`config.mk`:
```
export PLATFORM = sky130hd
export DESIGN_NAME = conv_tile_ctrl
export DESIGN_NICKNAME = d
export VERILOG_FILES = /design/src/rtl/cnn_pkg.sv /design/src/rtl/tile_addr_gen.sv /design/src/rtl/conv_tile_ctrl.sv
export SDC_FILE = /design/constraint.sdc
export NUM_CORES = 1
export LEC_CHECK = 0
export CAP_MARGIN = 20
export CORE_MARGIN = 2
export CORE_UTILIZATION = 50
export CTS_CLUSTER_DIAMETER = 60
export DETAILED_ROUTE_END_ITERATION = 7
export PLACE_DENSITY = 0.85
export REMOVE_ABC_BUFFERS = 1
export SLEW_MARGIN = 10
export SYNTH_ARGS = -nofsm -noshare
export SYNTH_HDL_FRONTEND = slang
export SYNTH_SLANG_ARGS = --single-unit
```
`constraint.sdc`:
```
create_clock -name clk -period 6.8 [get_ports clk]
set_input_delay 1.36 -clock clk [delete_from_list [all_inputs] [get_ports clk]]
set_output_delay 1.36 -clock clk [all_outputs]
set_load 0.03 [all_outputs]
```
`src/rtl/cnn_pkg.sv`:
```
// Shared types and defaults for the convolution tile controller.
// Holds the FSM state encoding, default geometry and watchdog limit.
package cnn_pkg;

   typedef enum logic [2:0] {
      S_IDLE,
      S_LOAD_F,
      S_LOAD_I,
      S_RUN,
      S_STORE,
      S_NEXT
   } state_t;

   localparam int IFMAP_DEF  = 5;
   localparam int FILTER_DEF = 3;
   localparam int IMG_W_DEF  = 11;
   localparam int WD_LIMIT   = 64;

endpackage

```
`src/rtl/tile_addr_gen.sv`:
```
// Tile/pixel counters and address generator for one tiled walk.
// Ports: clr_i zeroes all, step_i advances pixel, tile_inc_i advances
// tile; addr_o = (trow*STRIDE+r)*ROW_W + tcol*STRIDE + c.
module tile_addr_gen
   import cnn_pkg::*;
#(
   parameter int EDGE   = 5,
   parameter int STRIDE = 3,
   parameter int ROW_W  = 11,
   parameter int NT     = 3,
   parameter int AW     = 7
) (
   input  logic          clk,
   input  logic          rst,
   input  logic          clr_i,
   input  logic          step_i,
   input  logic          tile_inc_i,
   output logic [AW-1:0] addr_o,
   output logic          pix_last_o,
   output logic          tile_last_o
);

   localparam int PW = $clog2(EDGE + 1);
   localparam int TW = $clog2(NT + 1);
   localparam logic [PW-1:0] PMAX = PW'(EDGE - 1);
   localparam logic [TW-1:0] TMAX = TW'(NT - 1);

   logic [PW-1:0] r_q, r_d, c_q, c_d;
   logic [TW-1:0] tr_q, tr_d, tc_q, tc_d;

   always_comb begin
      r_d  = r_q;
      c_d  = c_q;
      tr_d = tr_q;
      tc_d = tc_q;
      if (step_i) begin
         if (c_q == PMAX) begin
            c_d = '0;
            r_d = (r_q == PMAX) ? '0 : r_q + PW'(1);
         end else begin
            c_d = c_q + PW'(1);
         end
      end
      if (tile_inc_i) begin
         if (tc_q == TMAX) begin
            tc_d = '0;
            tr_d = (tr_q == TMAX) ? '0 : tr_q + TW'(1);
         end else begin
            tc_d = tc_q + TW'(1);
         end
      end
   end

   always_ff @(posedge clk) begin
      if (rst || clr_i) begin
         r_q  <= '0;
         c_q  <= '0;
         tr_q <= '0;
         tc_q <= '0;
      end else begin
         r_q  <= r_d;
         c_q  <= c_d;
         tr_q <= tr_d;
         tc_q <= tc_d;
      end
   end

   assign addr_o = (AW'(tr_q) * AW'(STRIDE) + AW'(r_q)) * AW'(ROW_W)
                 + AW'(tc_q) * AW'(STRIDE) + AW'(c_q);

   assign pix_last_o  = (r_q == PMAX) && (c_q == PMAX);
   assign tile_last_o = (tr_q == TMAX) && (tc_q == TMAX);

endmodule

```
`src/rtl/conv_tile_ctrl.sv`:
```
// Tiled convolution controller: loads filter once, then per tile loads
// the ifmap tile, runs the PE array, streams results out via valid/ready.
// Ports: start/busy/done job control, img_*/flt_* memory reads,
// arr_* PE array side, out_* result stream, err sticky watchdog flag.
module conv_tile_ctrl
   import cnn_pkg::*;
#(
   parameter int IFMAP  = IFMAP_DEF,
   parameter int FILTER = FILTER_DEF,
   parameter int IMG_W  = IMG_W_DEF,
   localparam int OUT   = IFMAP - FILTER + 1,
   localparam int OUT_W = IMG_W - FILTER + 1,
   localparam int IAW   = $clog2(IMG_W * IMG_W),
   localparam int FAW   = $clog2(FILTER * FILTER),
   localparam int OAW   = $clog2(OUT_W * OUT_W)
) (
   input  logic                       clk,
   input  logic                       rst,
   input  logic                       start,
   output logic                       busy,
   output logic                       done,
   output logic [IAW-1:0]             img_addr,
   output logic                       img_rd,
   input  logic [7:0]                 img_data,
   output logic [FAW-1:0]             flt_addr,
   output logic                       flt_rd,
   input  logic [7:0]                 flt_data,
   output logic                       arr_rst,
   output logic                       arr_en,
   output logic [IFMAP*IFMAP*8-1:0]   arr_ifmap,
   output logic [FILTER*FILTER*8-1:0] arr_filter,
   input  logic [OUT*OUT*8-1:0]       arr_sum,
   input  logic                       arr_done,
   output logic                       out_valid,
   input  logic                       out_ready,
   output logic [OAW-1:0]             out_addr,
   output logic [7:0]                 out_data,
   output logic                       err
);

   localparam int NT = (IMG_W - IFMAP) / OUT + 1;
   localparam int NI = IFMAP * IFMAP;
   localparam int NF = FILTER * FILTER;
   localparam int NO = OUT * OUT;
   localparam int CW = $clog2(NI + 1);
   localparam int WW = $clog2(WD_LIMIT);
   localparam logic [CW-1:0] NF_C   = CW'(NF);
   localparam logic [CW-1:0] NF_L   = CW'(NF - 1);
   localparam logic [CW-1:0] NI_L   = CW'(NI - 1);
   localparam logic [WW-1:0] WD_MAX = WW'(WD_LIMIT - 1);

   state_t state_q, state_d;

   logic [CW-1:0]   cnt_q, cnt_d;
   logic            iss_q, iss_d;
   logic            cap_v_q;
   logic [CW-1:0]   cap_idx_q;
   logic [WW-1:0]   wd_q, wd_d;
   logic [NI*8-1:0] ifmap_q;
   logic [NF*8-1:0] filter_q;
   logic [NO*8-1:0] sum_q;
   logic            err_q, done_q;

   logic hs, job_clr, tile_inc;
   logic run_done, run_tmo;
   logic img_plast, img_tlast;
   logic out_plast, out_tlast;

   assign hs       = out_valid & out_ready;
   assign job_clr  = (state_q == S_IDLE) & start;
   assign tile_inc = (state_q == S_NEXT);
   assign run_done = (state_q == S_RUN) && (wd_q != '0) && arr_done;
   assign run_tmo  = (state_q == S_RUN) && !run_done
                  && (wd_q == WD_MAX);

   tile_addr_gen #(
      .EDGE(IFMAP), .STRIDE(OUT), .ROW_W(IMG_W),
      .NT(NT), .AW(IAW)
   ) u_img_gen (
      .clk(clk), .rst(rst), .clr_i(job_clr),
      .step_i(img_rd), .tile_inc_i(tile_inc),
      .addr_o(img_addr), .pix_last_o(img_plast),
      .tile_last_o(img_tlast)
   );

   tile_addr_gen #(
      .EDGE(OUT), .STRIDE(OUT), .ROW_W(OUT_W),
      .NT(NT), .AW(OAW)
   ) u_out_gen (
      .clk(clk), .rst(rst), .clr_i(job_clr),
      .step_i(hs), .tile_inc_i(tile_inc),
      .addr_o(out_addr), .pix_last_o(out_plast),
      .tile_last_o(out_tlast)
   );

   always_ff @(posedge clk) begin
      if (rst) state_q <= S_IDLE;
      else     state_q <= state_d;
   end

   always_comb begin
      state_d = state_q;
      unique case (state_q)
         S_IDLE:   if (start) state_d = S_LOAD_F;
         S_LOAD_F: if (cap_v_q && cap_idx_q == NF_L)
                      state_d = S_LOAD_I;
         S_LOAD_I: if (cap_v_q && cap_idx_q == NI_L)
                      state_d = S_RUN;
         S_RUN: begin
            if (run_done)     state_d = S_STORE;
            else if (run_tmo) state_d = S_NEXT;
         end
         S_STORE:  if (hs && out_plast) state_d = S_NEXT;
         // both generators step in lockstep, so either last flag works
         S_NEXT:   state_d = (img_tlast && out_tlast) ? S_IDLE
                                                      : S_LOAD_I;
         default:  state_d = S_IDLE;
      endcase
   end

   always_comb begin
      busy      = (state_q != S_IDLE);
      flt_rd    = (state_q == S_LOAD_F) && (cnt_q < NF_C);
      img_rd    = (state_q == S_LOAD_I) && !iss_q;
      arr_rst   = (state_q == S_IDLE)
               || ((state_q == S_RUN) && (wd_q == '0));
      arr_en    = (state_q == S_RUN) && (wd_q != '0);
      out_valid = (state_q == S_STORE);
   end

   // cnt_q indexes reads while loading and results while storing
   always_comb begin
      cnt_d = cnt_q;
      iss_d = iss_q;
      if (state_d != state_q) begin
         cnt_d = '0;
         iss_d = 1'b0;
      end else begin
         if (flt_rd || img_rd || hs) cnt_d = cnt_q + CW'(1);
         if (img_rd && img_plast)    iss_d = 1'b1;
      end
      wd_d = (state_q == S_RUN) ? wd_q + WW'(1) : '0;
   end

   always_ff @(posedge clk) begin
      if (rst) begin
         cnt_q     <= '0;
         iss_q     <= 1'b0;
         cap_v_q   <= 1'b0;
         cap_idx_q <= '0;
         wd_q      <= '0;
         ifmap_q   <= '0;
         filter_q  <= '0;
         sum_q     <= '0;
         err_q     <= 1'b0;
         done_q    <= 1'b0;
      end else begin
         cnt_q     <= cnt_d;
         iss_q     <= iss_d;
         wd_q      <= wd_d;
         // read data lands one cycle after its strobe
         cap_v_q   <= flt_rd | img_rd;
         cap_idx_q <= cnt_q;
         if (cap_v_q && state_q == S_LOAD_F)
            filter_q[{cap_idx_q, 3'b000} +: 8] <= flt_data;
         if (cap_v_q && state_q == S_LOAD_I)
            ifmap_q[{cap_idx_q, 3'b000} +: 8] <= img_data;
         if (run_done) sum_q <= arr_sum;
         if (run_tmo)  err_q <= 1'b1;
         done_q <= (state_q == S_NEXT) && (state_d == S_IDLE);
      end
   end

   assign flt_addr   = FAW'(cnt_q);
   assign out_data   = sum_q[{cnt_q, 3'b000} +: 8];
   assign arr_ifmap  = ifmap_q;
   assign arr_filter = filter_q;
   assign done       = done_q;
   assign err        = err_q;

endmodule

```
==> results.txt <==
----------------------------------------------------
[Synth]
  EDFF count, synth ... 0
  Syn avg cell area ... slightly below 9 um^2
  Cell count after synthesis ... approximately 1,900
  YS warnings ... 0
  Yosys top cell area share ... 45.0%
  Part of the Yosys area used for sequential elements ... a little under half
  Cell types occupying the most area after synthesis ... dfxtp_1 45%, mux2i_1 8.5%, a21oi_1 6.7%, ha_1 4.8%, o21ai_0 4.2%
  Cell taking the most area after synthesis ... dfxtp_1
  Combined area of all synthesized cells ... about 0.017 mm^2
  Top cell types by occurrence after synthesis ... 385 x dfxtp_1, 230 x a21oi_1, 182 x nand2_1
  Synthesis-stage register bit count ... between 300 and 400
  Most used standard cell by instance count after synthesis ... dfxtp_1
  Main synth FF type ... dfxtp_1
  Ys async rst share ... 0%
  Cell variety after synth ... between 60 and 70

[Finish]
  Fraction of final layout cells with drive strength greater than 1 ... under 10%
  Post-synthesis to final-layout area growth ... 32.4%
  Final net count ... 2,400
  Area of the multi-input gates ... roughly 0.0086 mm^2
  Number of filler instances in the final layout ... approximately 2,500
  Combined flip-flop and latch cell area ... about 0.0077 mm^2
  Cell area after layout ... roughly 0.023 mm^2
  Ant. Diodes ... 0

[Routing]
  First-pass iteration count of the detailed router ... 5
  Routed met3 length ... between 4000 and 5000 um
  Number of routed nets with antenna violations ... 0
  Routed via count ... roughly 15,000
  Met1 WL ... between 20,000 and 25,000 um
  Highest layer used for signal routing ... met4
  Drt total wl ... ~53,000 um
  Met2 wire length ... 25,100 um
  Initial detailed-routing violation count ... between 1,000 and 1,500
  Mean number of vias per cell ... roughly 5.7
  DRC viols ... 0
  Routed wirelength normalized by instance count ... 19.5 um

[Timing]
  Max transition margin ... between 20% and 30%
  Post-layout worst setup margin ... around 0.19 ns
  Top achievable clock speed ... roughly 150 MHz
  Pins Over Slew Limit ... 0
  Period utilisation layout ... a little over nine tenths
  Actual transition at the worst max-transition pin ... roughly 1.1 ns
  Final hold violation count ... 0
  Worst Clk Skew ... between 0.02 and 0.025 ns
  Min Clock Period, post-route ... approximately 6.6 ns
  Number of setup violations in the final report ... 0

[Global routing]
  Number of antenna violations at the first check in global routing ... 0
  Total congestion overflow ... 0
  Largest net degree at the start of global routing ... around 160
  Via count of the first global-routing pass ... approximately 15,000
  Total routing usage reported by global routing ... between 20% and 30%
  Global-route wire length before repair ... approximately 80,000 um

[Critical path]
  Data arrival time of the worst path ... between 5 and 6 ns
  Critical path data required time ... around 5.4 ns
  Top Family by Delay on Critical Path ... adder cells
  CP endpoint kind ... output port
  Critical path class ... reg2out
  Type of element launching the critical path ... flop
  CP cell instances ... inv_1 -> fa_1 -> inv_1 -> ha_1 -> fa_2 -> ha_1 -> ha_1 -> inv_1 -> fa_1 -> inv_1 -> fa_1 -> ha_1 -> a21o_1 -> a21oi_2 -> xnor2_1 -> clkdlybuf4s15_1
  Max FO, Critical Path ... 4
  CP max-delay cell ... fa_2
  Worst path bufs/invs ... 5
  Delay contributed by the slowest stage of the critical path ... between 0.5 and 0.6 ns

[CTS]
  Root Buffer ... clkbuf_16
  Number of clock sinks ... around 390
  Clk Latency, worst-skew pair ... approximately 0.55 ns
  Bufs on Longest Clock Path ... 3
  TritonCTS clock tree ... done
  Total CTS buffers ... 41
  H-tree Lvls ... 2
  Cts hold-fix bufs ... 0
  Clock transition at the registers of the reported paths ... ~0.060 ns

[Placed design]
  Post-DP HPWL ... around 36,000 um
  Placer Congestion ... about 0.86
  Count of input and output buffers ... 398
  Placed Instance Area ... ~0.021 mm^2
  Worst setup timing slack at the placement stage ... 0.215 ns

[Pwr]
  Cell leakage power ... about 8.3 nW
  Total power per unit cell area ... 213 mW/mm^2
  Post-layout total power ... roughly 4.8 mW
  Worst VDD drop ... roughly 0.00021 V

[Die]
  Site Rows ... 67
  Die Footprint ... 0.0357 mm^2
  Top Ports ... ~400
  Die Height ... ~190 um
  X dimension of the die ... about 190 um
  Initial standard-cell utilization of the core ... slightly above 50%
  Core box area ... 0.0336 mm^2

[Status]
  Outcome ... finished clean

[Hold path]
  Path type of the worst min-delay path ... reg2reg

[Job]
  Number of max-capacitance violations reported ... 0

----------------------------------------------------
[flip-flops by register name (all words and copies together), names as in the netlist, 2 cells and up]
register / flops
u_img_gen.c_q: 3
state_q: 3
u_img_gen.tr_q: 2
cap_idx_q: 5
wd_q: 6
sum_q: 72
arr_ifmap: 200
arr_filter: 72
cnt_q: 5
u_img_gen.r_q: 3
u_out_gen.tc_q: 2
u_out_gen.r_q: 2
u_out_gen.c_q: 2
u_out_gen.tr_q: 2
u_img_gen.tc_q: 2
[per-stage QoR]
step / instances / setup TNS (ns) / hold slack (ns) / util, %
2_1_floorplan: 1768 / 0 / 0.427 / -
5_1_grt: 2707 / -0.104 / 0.464 / 67.4
3_5_place_dp: 2630 / 0 / 0.444 / 63.0
6_report: 2707 / 0 / 0.450 / 67.4
3_3_place_gp: 2628 / 0 / 0.439 / 62.9
4_1_cts: 2704 / 0 / 0.452 / 67.3
[area by class of cell]
cell class / count / share of cell area, %
Multi-Input combinational cell: 1342 / 38.1
Sequential cell: 385 / 34.0
Timing Repair Buffer: 417 / 18.3
Clock buffer: 59 / 5.32
Tap cell: 448 / 2.47
Clock inverter: 15 / 1.14
Inverter: 41 / 0.679
[kinds of logic after synthesis]
kind of cell | synth area share (%)
flops | 45.0
mux | 10.7
buf+inv | 4.84
simple gates | 19.4
compound gates | 12.7
fa+ha+maj | 6.35
xor+xnor | 1.02
[power by group]
| group | switching [mW] | internal, mW | leakage (nW) | total (mW) |
|---|---|---|---|---|
| logic | 0.102 | 0.0727 | 4.43 | 0.175 |
| registers | 0.00429 | 2.26 | 3.10 | 2.26 |
| clock network | 0.925 | 1.47 | 0.722 | 2.39 |
| total | 1.03 | 3.80 | 8.25 | 4.83 |
[worst min-delay path, stage by stage (launching register included)]
cell and delay, ns:
dfxtp_1 0.30, nand2_1 0.05, a21oi_1 0.05
[timing repair]
action,CTS,global route
gates resized for setup,11,10
setup buffers,0,0
endpoints found under the setup margin,5,4
[cells in the final DEF, fill, tap and decap left out, types with 4 or more instances in the layout]
cell type and n:
bufinv_16 6, or3_1 4, inv_1 41, nand3b_1 6
nand3_1 129, o21ai_0 143, clkdlybuf4s50_1 392, nor3_4 8
o21ai_1 8, mux2i_1 145, xnor2_1 16, nor3_1 10
fa_1 12, clkinv_2 5, a21o_1 6, nand2_1 182
buf_4 17, dfxtp_1 383, nor2_1 164, clkbuf_16 42
nand4_1 18, or2_2 4, ha_1 66, a21oi_1 229
nor2b_1 35, nand2b_1 40, clkbuf_1 8, xor2_1 4
and2_1 31, mux4_2 16, clkbuf_8 9, and3_1 7
[path summary, 6_finish.rpt]
kind,start,end,slack (ns),depth (start not counted)
min reg2reg,sum_q[7],sum_q[7],0.45,2
max reg2reg,cap_idx_q[0],arr_filter[16],3.28,7
max,u_img_gen.tr_q[0],img_addr[4],0.19,16
min,sum_q[7],sum_q[7],0.45,2
[metal layers]
layer  vias up  track usage, %
met1      7351            35.0
met3       136            6.73
met4         0            12.3
li1       7215               -
met2       760            47.6
met5         -               0
Power figures use the tool's default switching activity.
